$ cat config.mk
export PLATFORM = sky130hd
export DESIGN_NAME = control_fsm_flat
export DESIGN_NICKNAME = d
export VERILOG_FILES = /design/src/rtl/control_fsm_if.sv /design/src/rtl/control_fsm.sv /design/src/flat_wrapper.sv
export SDC_FILE = /design/constraint.sdc
export NUM_CORES = 1
export LEC_CHECK = 0
export BUFFER_PORTS_ARGS = -buffer_cell sky130_fd_sc_hd__buf_2
export CAP_MARGIN = 20
export CORE_MARGIN = 1.5
export CORE_UTILIZATION = 45
export DETAILED_ROUTE_END_ITERATION = 10
export PLACE_DENSITY = 0.8
export SLEW_MARGIN = 25
export SYNTH_ARGS = -nofsm -noshare
export SYNTH_HDL_FRONTEND = slang
export SYNTH_SLANG_ARGS = --single-unit
export TNS_END_PERCENT = 10
$ cat constraint.sdc
create_clock -name Clock -period 2.6 [get_ports Clock]
set_input_delay 0.52 -clock Clock [delete_from_list [all_inputs] [get_ports Clock]]
set_output_delay 0.52 -clock Clock [all_outputs]
set_load 0.05 [all_outputs]
$ cat src/rtl/control_fsm_if.sv
// Memory-side handshake bundle between the instruction sequencer and SysBus.
// The sequencer is the master; the memory model/controller is the slave.
interface control_fsm_if;
  logic [15:0] SysBus;
  logic        MemAck;
  logic        MemReq;
  logic        MemWrite;

  modport master (input SysBus, MemAck, output MemReq, MemWrite);
  modport slave  (output SysBus, MemAck, input MemReq, MemWrite);
endinterface

$ cat src/rtl/control_fsm.sv
// Multi-cycle sequencer for the 16-bit/8-register core: fetches into IR and
// drives datapath slice strobes plus the fetch/load/store memory handshake.
module control_fsm (
  input  logic                Clock,
  input  logic                Reset,
  input  logic                Z,
  control_fsm_if.master       bus,
  output logic [7:0]          Rs1,
  output logic [7:0]          Rs2,
  output logic [7:0]          Rw,
  output logic                AND,
  output logic                OR,
  output logic                XOR,
  output logic                NOT,
  output logic                SUB,
  output logic                Op1Sel,
  output logic [1:0]          Op2Sel,
  output logic [15:0]         Imm,
  output logic                ShL,
  output logic                ShR,
  output logic                Sh1,
  output logic                Sh2,
  output logic                Sh4,
  output logic                Sh8,
  output logic                AluOut,
  output logic                ShOut,
  output logic                WdSel,
  output logic                PcWe,
  output logic [2:0]          PcSel,
  output logic                PcEn,
  output logic                Illegal
);

  typedef enum logic [1:0] {FETCH, EXEC, LOAD, STORE} state_t;

  typedef struct packed {
    logic       mem_req;
    logic       mem_wr;
    logic [7:0] rs1;
    logic [7:0] rs2;
    logic [7:0] rw;
    logic       f_and;
    logic       f_or;
    logic       f_xor;
    logic       f_not;
    logic       f_sub;
    logic       op1_sel;
    logic [1:0] op2_sel;
    logic [15:0] imm;
    logic       sh_l;
    logic       sh_r;
    logic [3:0] sh_amt;
    logic       alu_out;
    logic       sh_out;
    logic       wd_sel;
    logic       pc_we;
    logic [2:0] pc_sel;
    logic       pc_en;
    logic       illegal;
  } ctrl_t;

  localparam logic [3:0] OP_ADD = 4'd0,  OP_SUB = 4'd1,  OP_AND = 4'd2,  OP_OR  = 4'd3,
                         OP_XOR = 4'd4,  OP_NOT = 4'd5,  OP_ADDI = 4'd6, OP_SHL = 4'd7,
                         OP_SHR = 4'd8,  OP_LDW = 4'd9,  OP_STW = 4'd10, OP_BR  = 4'd11,
                         OP_BNZ = 4'd12, OP_JMP = 4'd13, OP_NOP = 4'd15;

  localparam logic [1:0] OP2_IMM = 2'd1;
  localparam logic [2:0] PC_INC = 3'd0, PC_RES = 3'd1, PC_RD1 = 3'd2;

  state_t      state, state_nxt;
  logic [15:0] ir;
  logic        ir_ld;
  ctrl_t       c;

  logic [3:0] op;
  logic [2:0] fd, fa, fb;
  logic [7:0] sel_d, sel_a, sel_b;

  assign op    = ir[15:12];
  assign fd    = ir[11:9];
  assign fa    = ir[8:6];
  assign fb    = ir[5:3];
  assign sel_d = 8'b1 << fd;
  assign sel_a = 8'b1 << fa;
  assign sel_b = 8'b1 << fb;

  always_ff @(posedge Clock) begin
    if (Reset) begin
      state <= FETCH;
      ir    <= 16'h0000;
    end else begin
      state <= state_nxt;
      if (ir_ld) ir <= bus.SysBus;
    end
  end

  // Everything is gated by Reset so an in-flight request is dropped in the reset cycle.
  always_comb begin
    state_nxt = state;
    ir_ld     = 1'b0;
    c         = '0;
    if (!Reset) begin
      unique case (state)
        FETCH: begin
          c.mem_req = 1'b1;
          c.pc_en   = 1'b1;
          if (bus.MemAck) begin
            ir_ld     = 1'b1;
            c.pc_we   = 1'b1;
            c.pc_sel  = PC_INC;
            state_nxt = EXEC;
          end
        end
        EXEC: begin
          state_nxt = FETCH;
          case (op)
            OP_ADD, OP_SUB, OP_AND, OP_OR, OP_XOR: begin
              c.rs1     = sel_a;
              c.rs2     = sel_b;
              c.rw      = sel_d;
              c.alu_out = 1'b1;
              c.f_sub   = (op == OP_SUB);
              c.f_and   = (op == OP_AND);
              c.f_or    = (op == OP_OR);
              c.f_xor   = (op == OP_XOR);
            end
            OP_NOT: begin
              c.rs1   = sel_a;
              c.rw    = sel_d;
              c.f_not = 1'b1;
            end
            OP_ADDI: begin
              c.rs1     = sel_d;
              c.rw      = sel_d;
              c.op2_sel = OP2_IMM;
              c.imm     = {8'h00, ir[7:0]};
            end
            OP_SHL, OP_SHR: begin
              c.rs1    = sel_a;
              c.rw     = sel_d;
              c.sh_out = 1'b1;
              c.sh_l   = (op == OP_SHL);
              c.sh_r   = (op == OP_SHR);
              c.sh_amt = ir[3:0];
            end
            OP_LDW: state_nxt = LOAD;
            OP_STW: state_nxt = STORE;
            OP_BR, OP_BNZ: begin
              c.op1_sel = 1'b1;
              c.op2_sel = OP2_IMM;
              c.imm     = {{8{ir[7]}}, ir[7:0]};
              c.alu_out = 1'b1;
              c.pc_sel  = PC_RES;
              c.pc_we   = (op == OP_BR) ? 1'b1 : ~Z;
            end
            OP_JMP: begin
              c.rs1    = sel_a;
              c.pc_sel = PC_RD1;
              c.pc_we  = 1'b1;
            end
            OP_NOP: ;
            default: c.illegal = 1'b1;
          endcase
        end
        LOAD: begin
          c.mem_req = 1'b1;
          c.rs1     = sel_a;
          if (bus.MemAck) begin
            c.rw      = sel_d;
            c.wd_sel  = 1'b1;
            state_nxt = FETCH;
          end
        end
        STORE: begin
          c.mem_req = 1'b1;
          c.mem_wr  = 1'b1;
          c.rs1     = sel_a;
          c.rs2     = sel_d;
          if (bus.MemAck) state_nxt = FETCH;
        end
      endcase
    end
  end

  assign bus.MemReq   = c.mem_req;
  assign bus.MemWrite = c.mem_wr;
  assign Rs1     = c.rs1;
  assign Rs2     = c.rs2;
  assign Rw      = c.rw;
  assign AND     = c.f_and;
  assign OR      = c.f_or;
  assign XOR     = c.f_xor;
  assign NOT     = c.f_not;
  assign SUB     = c.f_sub;
  assign Op1Sel  = c.op1_sel;
  assign Op2Sel  = c.op2_sel;
  assign Imm     = c.imm;
  assign ShL     = c.sh_l;
  assign ShR     = c.sh_r;
  assign {Sh8, Sh4, Sh2, Sh1} = c.sh_amt;
  assign AluOut  = c.alu_out;
  assign ShOut   = c.sh_out;
  assign WdSel   = c.wd_sel;
  assign PcWe    = c.pc_we;
  assign PcSel   = c.pc_sel;
  assign PcEn    = c.pc_en;
  assign Illegal = c.illegal;

endmodule
$ cat src/flat_wrapper.sv
// flat-port wrapper written by rule: the top's interface ports become plain ports
module control_fsm_flat 
  (Clock, Reset, Z, Rs1, Rs2, Rw, AND, OR, XOR, NOT, SUB, Op1Sel, Op2Sel, Imm, ShL, ShR, Sh1, Sh2, Sh4, Sh8, AluOut, ShOut, WdSel, PcWe, PcSel, PcEn, Illegal, bus_SysBus, bus_MemAck, bus_MemReq, bus_MemWrite);
  control_fsm_if bus_i ();
  input  logic Clock;
  input  logic Reset;
  input  logic Z;
  output logic [7:0] Rs1;
  output logic [7:0] Rs2;
  output logic [7:0] Rw;
  output logic AND;
  output logic OR;
  output logic XOR;
  output logic NOT;
  output logic SUB;
  output logic Op1Sel;
  output logic [1:0] Op2Sel;
  output logic [15:0] Imm;
  output logic ShL;
  output logic ShR;
  output logic Sh1;
  output logic Sh2;
  output logic Sh4;
  output logic Sh8;
  output logic AluOut;
  output logic ShOut;
  output logic WdSel;
  output logic PcWe;
  output logic [2:0] PcSel;
  output logic PcEn;
  output logic Illegal;
  input wire logic [$bits(bus_i.SysBus)-1:0] bus_SysBus;
  input wire logic [$bits(bus_i.MemAck)-1:0] bus_MemAck;
  output wire logic [$bits(bus_i.MemReq)-1:0] bus_MemReq;
  output wire logic [$bits(bus_i.MemWrite)-1:0] bus_MemWrite;
  assign bus_i.SysBus = bus_SysBus;
  assign bus_i.MemAck = bus_MemAck;
  assign bus_MemReq = bus_i.MemReq;
  assign bus_MemWrite = bus_i.MemWrite;
  control_fsm u_core (.Clock(Clock), .Reset(Reset), .Z(Z), .bus(bus_i), .Rs1(Rs1), .Rs2(Rs2), .Rw(Rw), .AND(AND), .OR(OR), .XOR(XOR), .NOT(NOT), .SUB(SUB), .Op1Sel(Op1Sel), .Op2Sel(Op2Sel), .Imm(Imm), .ShL(ShL), .ShR(ShR), .Sh1(Sh1), .Sh2(Sh2), .Sh4(Sh4), .Sh8(Sh8), .AluOut(AluOut), .ShOut(ShOut), .WdSel(WdSel), .PcWe(PcWe), .PcSel(PcSel), .PcEn(PcEn), .Illegal(Illegal));
endmodule
==> impl_results.md, run 1 <==
* Status: completed
* Final Cycle Share at 97.2%
* Top cell family by delay on the critical path: simple AND/OR/NAND/NOR gates
* Power Density at 353 nW/um^2
* Synthesized area per cell at 7.00 sq um
* DRT antenna net count at 0
* R2R Setup Slk at 0.86 ns
* Reg2reg end: u_core.ir[12]$_SDFFE_PP0P_
* Post-synth EDFFs at 0
* Worst hold stages at 3
* WP buf/inv at 2
* DR vias at 1941
* Final setup violation count at 0
* DIE HEIGHT at 63.4 um
* CP Capture Type: output pin
* DRT Pass-1 Iters at 4
* CTS tree: done
* Grt total ovfl at 0
* IO Port Bufs at 82
* CTS clk-pin slew, worst paths at 0.11 ns
* Number of synthesized register bits at 18
* Clock sink count at 18
* CP required at 2.08 ns
* Worst hold slack at 0.383 ns
* CTS Buf Count at 3
* Min-Delay Path Class: in -> reg
* Final slew viol count at 0
* Num rows at 21
* Skew final at 0.00425 ns
* Dpl hpwl at 3.53 mm
* Max Fclk at 396 MHz
* Final GP Congestion at 0.807
* Largest net degree at the start of global routing at 28
* Pleak at 1.07 nW
* Core area at 3420 sq um
* ANT cells at 0
* Synth Warn # at 0
* GRT Util Overall at 25.2%
* TNS Setup at 0 ns
* Seq pwr share at 43.4%
* Startpoint Class: register
* Peak supply drop at 0.303 mV
* Post-synth cell types at 44
* Cell Area, Synth at 1640 sq um
* Antenna violations before repair at 0
* Post-Route WL at 5.04 mm
* Crit path max-delay cell type: dfxtp_2
* Comb pwr share at 32.7%
* Met1 GRT Util at 31.5%
* Crit path time final at 2.53 ns
* Global-route wire length before repair at 8.22 mm
* Net switching power at 0.295 mW
* FF-to-FF Start: u_core.state[1]$_SDFFE_PP0P_
* Initial DRC count at 117
* Worst r2r path cells at 6
* Crit-path max FO at 11
* FILL cells at 320
* CTS Hold Bufs at 0
* Kind of critical path: reg -> out
* Max Cap Viol at 0
* CTS root buf: clkbuf_4
* H-tree lvl count at 1
* Async SR Flop Fraction at 0%
* Top FF cell, synth: dfxtp_1
* Die Area at 4010 sq um
* Synth Instances at 234
* Drt drc at 0
* Share of layout cells above drive strength 1 at 39.1%
* RSZ-0062 raised after global routing: true
* WL per Instance at 14.3 um
* Total Power at 0.768 mW
* Initial Util at 48.0%
* Vias in the first global route at 1788
* Placed Area at 2070 sq um
* Met3 Use GR at 3.93%
* CP Launch Point: u_core.ir[12]$_SDFFE_PP0P_
* Final instance area at 2180 sq um
* Worst EP arrival at 2.01 ns
* Met2 Usage GRT at 45.0%
* Part of the Yosys area used for sequential elements at 22.0%
* Layout area overhead at 32.9%
* CP max stage delay at 0.46 ns
* Net Sw Frac at 38.4%
* Final Non-Filler Cells at 353
* DR vias/cell at 5.50
* Hold path startpoint: bus_SysBus[2]
* # IOs at 85
* Die X at 63.4 um
* GR peak layer: met2
* Cells along the critical path: inv_1 > or3_1 > a21oi_2 > and2_1 > buf_2
* Placed Cells incl. Taps at 347
* Commonest non-fill, non-tap cell in the layout: buf_2
* Commonest cells after routing, fill and taps aside: 74 x buf_2, 39 x nand2_1, 23 x nor2_1
* Fin. Hold Viols at 0
* Deepest clock path buffer count at 2
* Worst Hold Path EP: u_core.ir[2]$_SDFFE_PP0P_
* Clk Latency, worst-skew pair at 0.31 ns
* # nets final at 332
* Pint at 0.473 mW
* Clock power share at 23.9%
worst max path at each step:
stage	slack [ns]	depth (start not counted)	endpoint
global placement	0.24	6	Rs1[6]
detailed placement	0.22	6	Rs1[6]
finish	0.07	5	Sh2
floorplan	-0.25	6	Rs1[1]
CTS	0.004	8	Rs1[5]
global route	-0.03	5	Sh2
area by class of cell:
class | instances | area [sq um] | area share [%]
clock buffers | 4 | 36.3 | 1.67
inverters | 6 | 22.5 | 1.03
multi-input cells | 185 | 1180 | 54.0
flip-flops and latches | 18 | 365 | 16.8
well taps | 46 | 57.6 | 2.64
repair buffers | 94 | 520 | 23.9
cells in the mapped netlist, types with 2 or more instances:
library cell	number	area share [%]
a21oi_1	4	1.2
and2_1	13	5.0
and3b_1	3	1.6
buf_2	2	0.61
buf_4	9	4.1
buf_6	3	2.1
clkbuf_1	11	2.5
dfxtp_1	18	22
ha_1	4	3.1
inv_1	6	1.4
nand2_1	39	8.9
nand2b_1	6	2.3
nand3_1	7	2.1
nand3b_1	16	7.3
nand4b_1	4	2.1
nor2_1	24	5.5
nor2b_1	4	1.5
nor3_1	9	2.7
nor3b_1	2	0.92
o211ai_1	2	0.92
o21ai_0	7	2.1
o21ai_1	2	0.61
o22ai_1	8	3.1
o31ai_1	4	1.8
o41ai_1	4	2.1
or3_1	5	1.9
power groups by stage:
stage,combinational (mW),clock [mW],sequential [mW]
CTS,0.243,0.186,0.331
global placement,0.236,0,0.335
floorplan,0.196,0,0.319
global route,0.271,0.197,0.338
detailed placement,0.239,0,0.337
finish,0.251,0.184,0.333
through the flow:
stage / utilization (%) / worst slack (ns)
final: 63.8 / 0.0717
after global routing: 63.8 / -0.0266
after CTS: 62.5 / 0.00405
after detailed placement: 60.6 / 0.215
after global placement: 60.6 / 0.240
after floorplan: - / -0.251
state kept, by name, summed over array words and instances, names as in the netlist:
signal / flops
u_core.ir: 16
u_core.state: 2
cell families (layout without fill, tap and decap cells):
family | after synthesis | after routing | synth area share, %
flops | 18 | 18 | 22.0
simple gates | 142 | 142 | 48.0
fa+ha+maj | 4 | 4 | 3.05
other cells | 1 | 2 | 0.229
xor+xnor | 1 | 1 | 0.534
buf+inv | 32 | 104 | 10.9
compound gates | 36 | 36 | 15.3
repair_timing:
| item | CTS | global route |
|---|---|---|
| setup endpoints to repair | 12 | 32 |
| resized for setup | 5 | 20 |
| buffers inserted | 1 | 1 |
| pin swaps | 1 | 1 |
layer usage:
metal | up-vias | wire length, um
li1 | 946 | -
met1 | 893 | 2150
met2 | 95 | 2460
met3 | 7 | 370
met4 | 0 | 56
met5 | - | 0
worst register-to-register path, stage by stage, from the launching register on:
cell and delay [ns]:
dfxtp_2 0.36, inv_1 0.12, ha_2 0.32, and3b_1 0.46, buf_4 0.26, nand2_1 0.08, o31ai_1 0.07
Note: power is estimated with default switching activity, not from simulation.
==> run 2, diff against run 1 <==
CORE_MARGIN = not set   (was 1.5)
==> run 2 against run 1 <==
Net effect:
- critical path depth is 2 higher
- clock skew hardly changed
- routed wire length is 5.7% lower
- register-to-register slack better by 0.05 ns
- largest power group unchanged
- sequential power increased by 1%
- highest routed layer unchanged
- sequential share of layout area is essentially flat
- final area shrank 0.17%
- final cell count decreased by 0.28%
- global-route usage shrank 1.1 points
- utilization decreased by 0.11 points
- largest cell class unchanged
- first-iteration DRC count decreased by 26%
==> impl_results.md, run 2 (synthesis results as in run 1) <==
* Die X at 62.4 um (was 63.4 um)
* Setup WS pre-CTS at 0.230 ns (was 0.215 ns)
* Worst hold stages at 3 (unchanged)
* CTS root buf: clkbuf_4 (unchanged)
* DRT antenna net count at 0 (unchanged)
* Startpoint Class: register (unchanged)
* Share of layout cells above drive strength 1 at 38.6% (was 39.1%)
* Core area at 3420 sq um (unchanged)
* Final GP Congestion at 0.838 (was 0.807)
* Placed Area at 2060 sq um (was 2070 sq um)
* Final setup violation count at 0 (unchanged)
* Initial DRC count at 86 (was 117)
* CP max stage delay at 0.37 ns (was 0.46 ns)
* Worst hold slack at 0.394 ns (was 0.383 ns)
* Worst r2r path cells at 6 (unchanged)
* Reg area at 364 sq um (was 365 sq um)
* R2R Setup Slk at 0.91 ns (was 0.86 ns)
* Post-Route WL at 4.75 mm (was 5.04 mm)
* Max Fclk at 393 MHz (was 396 MHz)
* WL per Instance at 13.5 um (was 14.3 um)
* IO Port Bufs at 82 (unchanged)
* DR vias/cell at 5.45 (was 5.50)
* Global-route wire length before repair at 7.74 mm (was 8.22 mm)
* FILL cells at 325 (was 320)
* CTS Buf Count at 3 (unchanged)
* Commonest non-fill, non-tap cell in the layout: buf_2 (unchanged)
* Crit path time final at 2.54 ns (was 2.53 ns)
* CTS tree: done (unchanged)
* Worst Hold Path EP: u_core.ir[1]$_SDFFE_PP0P_ (was u_core.ir[2]$_SDFFE_PP0P_)
* Die Area at 3890 sq um (was 4010 sq um)
* GRT Util Overall at 24.1% (was 25.2%)
* # nets final at 332 (unchanged)
* Min-Delay Path Class: in -> reg (unchanged)
* Grt total ovfl at 0 (unchanged)
* Largest reg by FF count: u_core.ir (unchanged)
* DIE HEIGHT at 62.4 um (was 63.4 um)
* Drt drc at 0 (unchanged)
* DRT Pass-1 Iters at 4 (unchanged)
* Crit-path max FO at 7 (was 11)
* Largest net degree at the start of global routing at 28 (unchanged)
* Status: completed (unchanged)
* ANT cells at 0 (unchanged)
* Final core occ at 63.7% (was 63.8%)
* Placed Cells incl. Taps at 345 (was 347)
* Antenna violations before repair at 0 (unchanged)
* Area of the multi-input gates at 1170 sq um (was 1180 sq um)
* Reg2reg end: u_core.ir[9]$_SDFFE_PP0P_ (was u_core.ir[12]$_SDFFE_PP0P_)
* H-tree lvl count at 1 (unchanged)
* # IOs at 85 (unchanged)
* Kind of critical path: reg -> out (unchanged)
* Pleak at 1.06 nW (was 1.07 nW)
* Max reg flops at 16 (unchanged)
* DR vias at 1919 (was 1941)
* Peak supply drop at 0.293 mV (was 0.303 mV)
* FF-to-FF Start: u_core.state[0]$_SDFFE_PP0P_ (was u_core.state[1]$_SDFFE_PP0P_)
* Fin. Hold Viols at 0 (unchanged)
* Initial Util at 48.0% (unchanged)
* Commonest cells after routing, fill and taps aside: 67 x buf_2, 39 x nand2_1, 24 x nor2_1 (was 74 x buf_2, 39 x nand2_1, 23 x nor2_1)
* Worst EP arrival at 2.02 ns (was 2.01 ns)
* Final slew viol count at 0 (unchanged)
* Layout area overhead at 32.7% (was 32.9%)
* Skew final at 0.00446 ns (was 0.00425 ns)
* Crit path max-delay cell type: or3_1 (was dfxtp_2)
* Cells along the critical path: inv_1 > ha_2 > nand2b_4 > buf_4 > or3_1 > nor3_1 > clkbuf_4 (was inv_1 > or3_1 > a21oi_2 > and2_1 > buf_2)
* Largest regs: u_core.ir: 16 flops, u_core.state: 2 flops (unchanged)
* Final Cycle Share at 97.8% (was 97.2%)
* Final Non-Filler Cells at 352 (was 353)
* Max Cap Viol at 0 (unchanged)
* Final instance area at 2170 sq um (was 2180 sq um)
* Setup ws final at 0.0573 ns (was 0.0717 ns)
* RSZ-0062 raised after global routing: true (unchanged)
* Power Density at 333 nW/um^2 (was 353 nW/um^2)
* Clk Latency, worst-skew pair at 0.30 ns (was 0.31 ns)
* Hold path startpoint: bus_SysBus[1] (was bus_SysBus[2])
* CTS clk-pin slew, worst paths at 0.11 ns (about the same)
* Num rows at 21 (unchanged)
* Vias in the first global route at 1684 (was 1788)
* Clock sink count at 18 (unchanged)
* Deepest clock path buffer count at 2 (unchanged)
* Dpl hpwl at 3.34 mm (was 3.53 mm)
* CP required at 2.08 ns (about the same)
* CP Capture Type: output pin (unchanged)
[run 2: changes by cell type in the layout (fill, tap and decap cells not counted), sizes merged]
cell	previous run	this run
buf	94	85
clkbuf	4	12
[run 2: worst max path at each step]
stage,startpoint,end,slack (ns),depth (start not counted)
floorplan,Reset,Rs1[1],-0.25,6
global placement,Reset,Rs1[6],0.25,6
detailed placement,Reset,Rs1[4],0.23,6
CTS,u_core.state[0]$_SDFFE_PP0P_,Rs1[4],0.03,6
global route,u_core.state[1]$_SDFFE_PP0P_,Rs1[7],-0.03,8
finish,u_core.state[1]$_SDFFE_PP0P_,SUB,0.06,7
[run 2: area by class of cell]
cell class / instances / share of cell area [%]
Clock buffer: 3 / 1.04
Inverter: 6 / 1.04
Multi-Input combinational cell: 185 / 53.6
Sequential cell: 18 / 16.7
Tap cell: 46 / 2.65
Timing Repair Buffer: 94 / 24.9
[run 2: worst max-delay path, delay by kind of cell, from the launching register on]
| family | cells | cell delay, ns |
|---|---|---|
| flip-flops | 1 | 0.36 |
| adder cells (fa/ha/maj) | 1 | 0.22 |
| buffers and inverters | 3 | 0.51 |
| AND/OR/NAND/NOR | 3 | 0.64 |
[run 2: power by group]
| part | switching (mW) | leakage [nW] | total [mW] | internal (mW) |
|---|---|---|---|---|
| registers | 0.0396 | 0.149 | 0.337 | 0.298 |
| logic | 0.154 | 0.893 | 0.242 | 0.0883 |
| clock network | 0.0913 | 0.0138 | 0.145 | 0.0540 |
| total | 0.285 | 1.06 | 0.725 | 0.440 |
[run 2: stage by stage]
stage	total power, mW	setup TNS (ns)
after floorplan	0.515	-1.58
after detailed placement	0.571	0
after global placement	0.568	0
after global routing	0.767	-0.133
final	0.725	0
after CTS	0.718	0
[run 2: routing by layer]
layer / vias to the layer above / track usage (%) / wire, um
li1: 946 / - / -
met2: 101 / 40.0 / 2280
met3: 4 / 3.13 / 341
met5: - / 0 / 0
met1: 868 / 33.4 / 2100
met4: 0 / 4.65 / 29
[run 2: what timing repair did]
action,in CTS,in global routing
buffers inserted,1,3
hold buffers,0,0
gates resized for setup,2,29
pin swaps,1,1
endpoints found under the setup margin,8,37
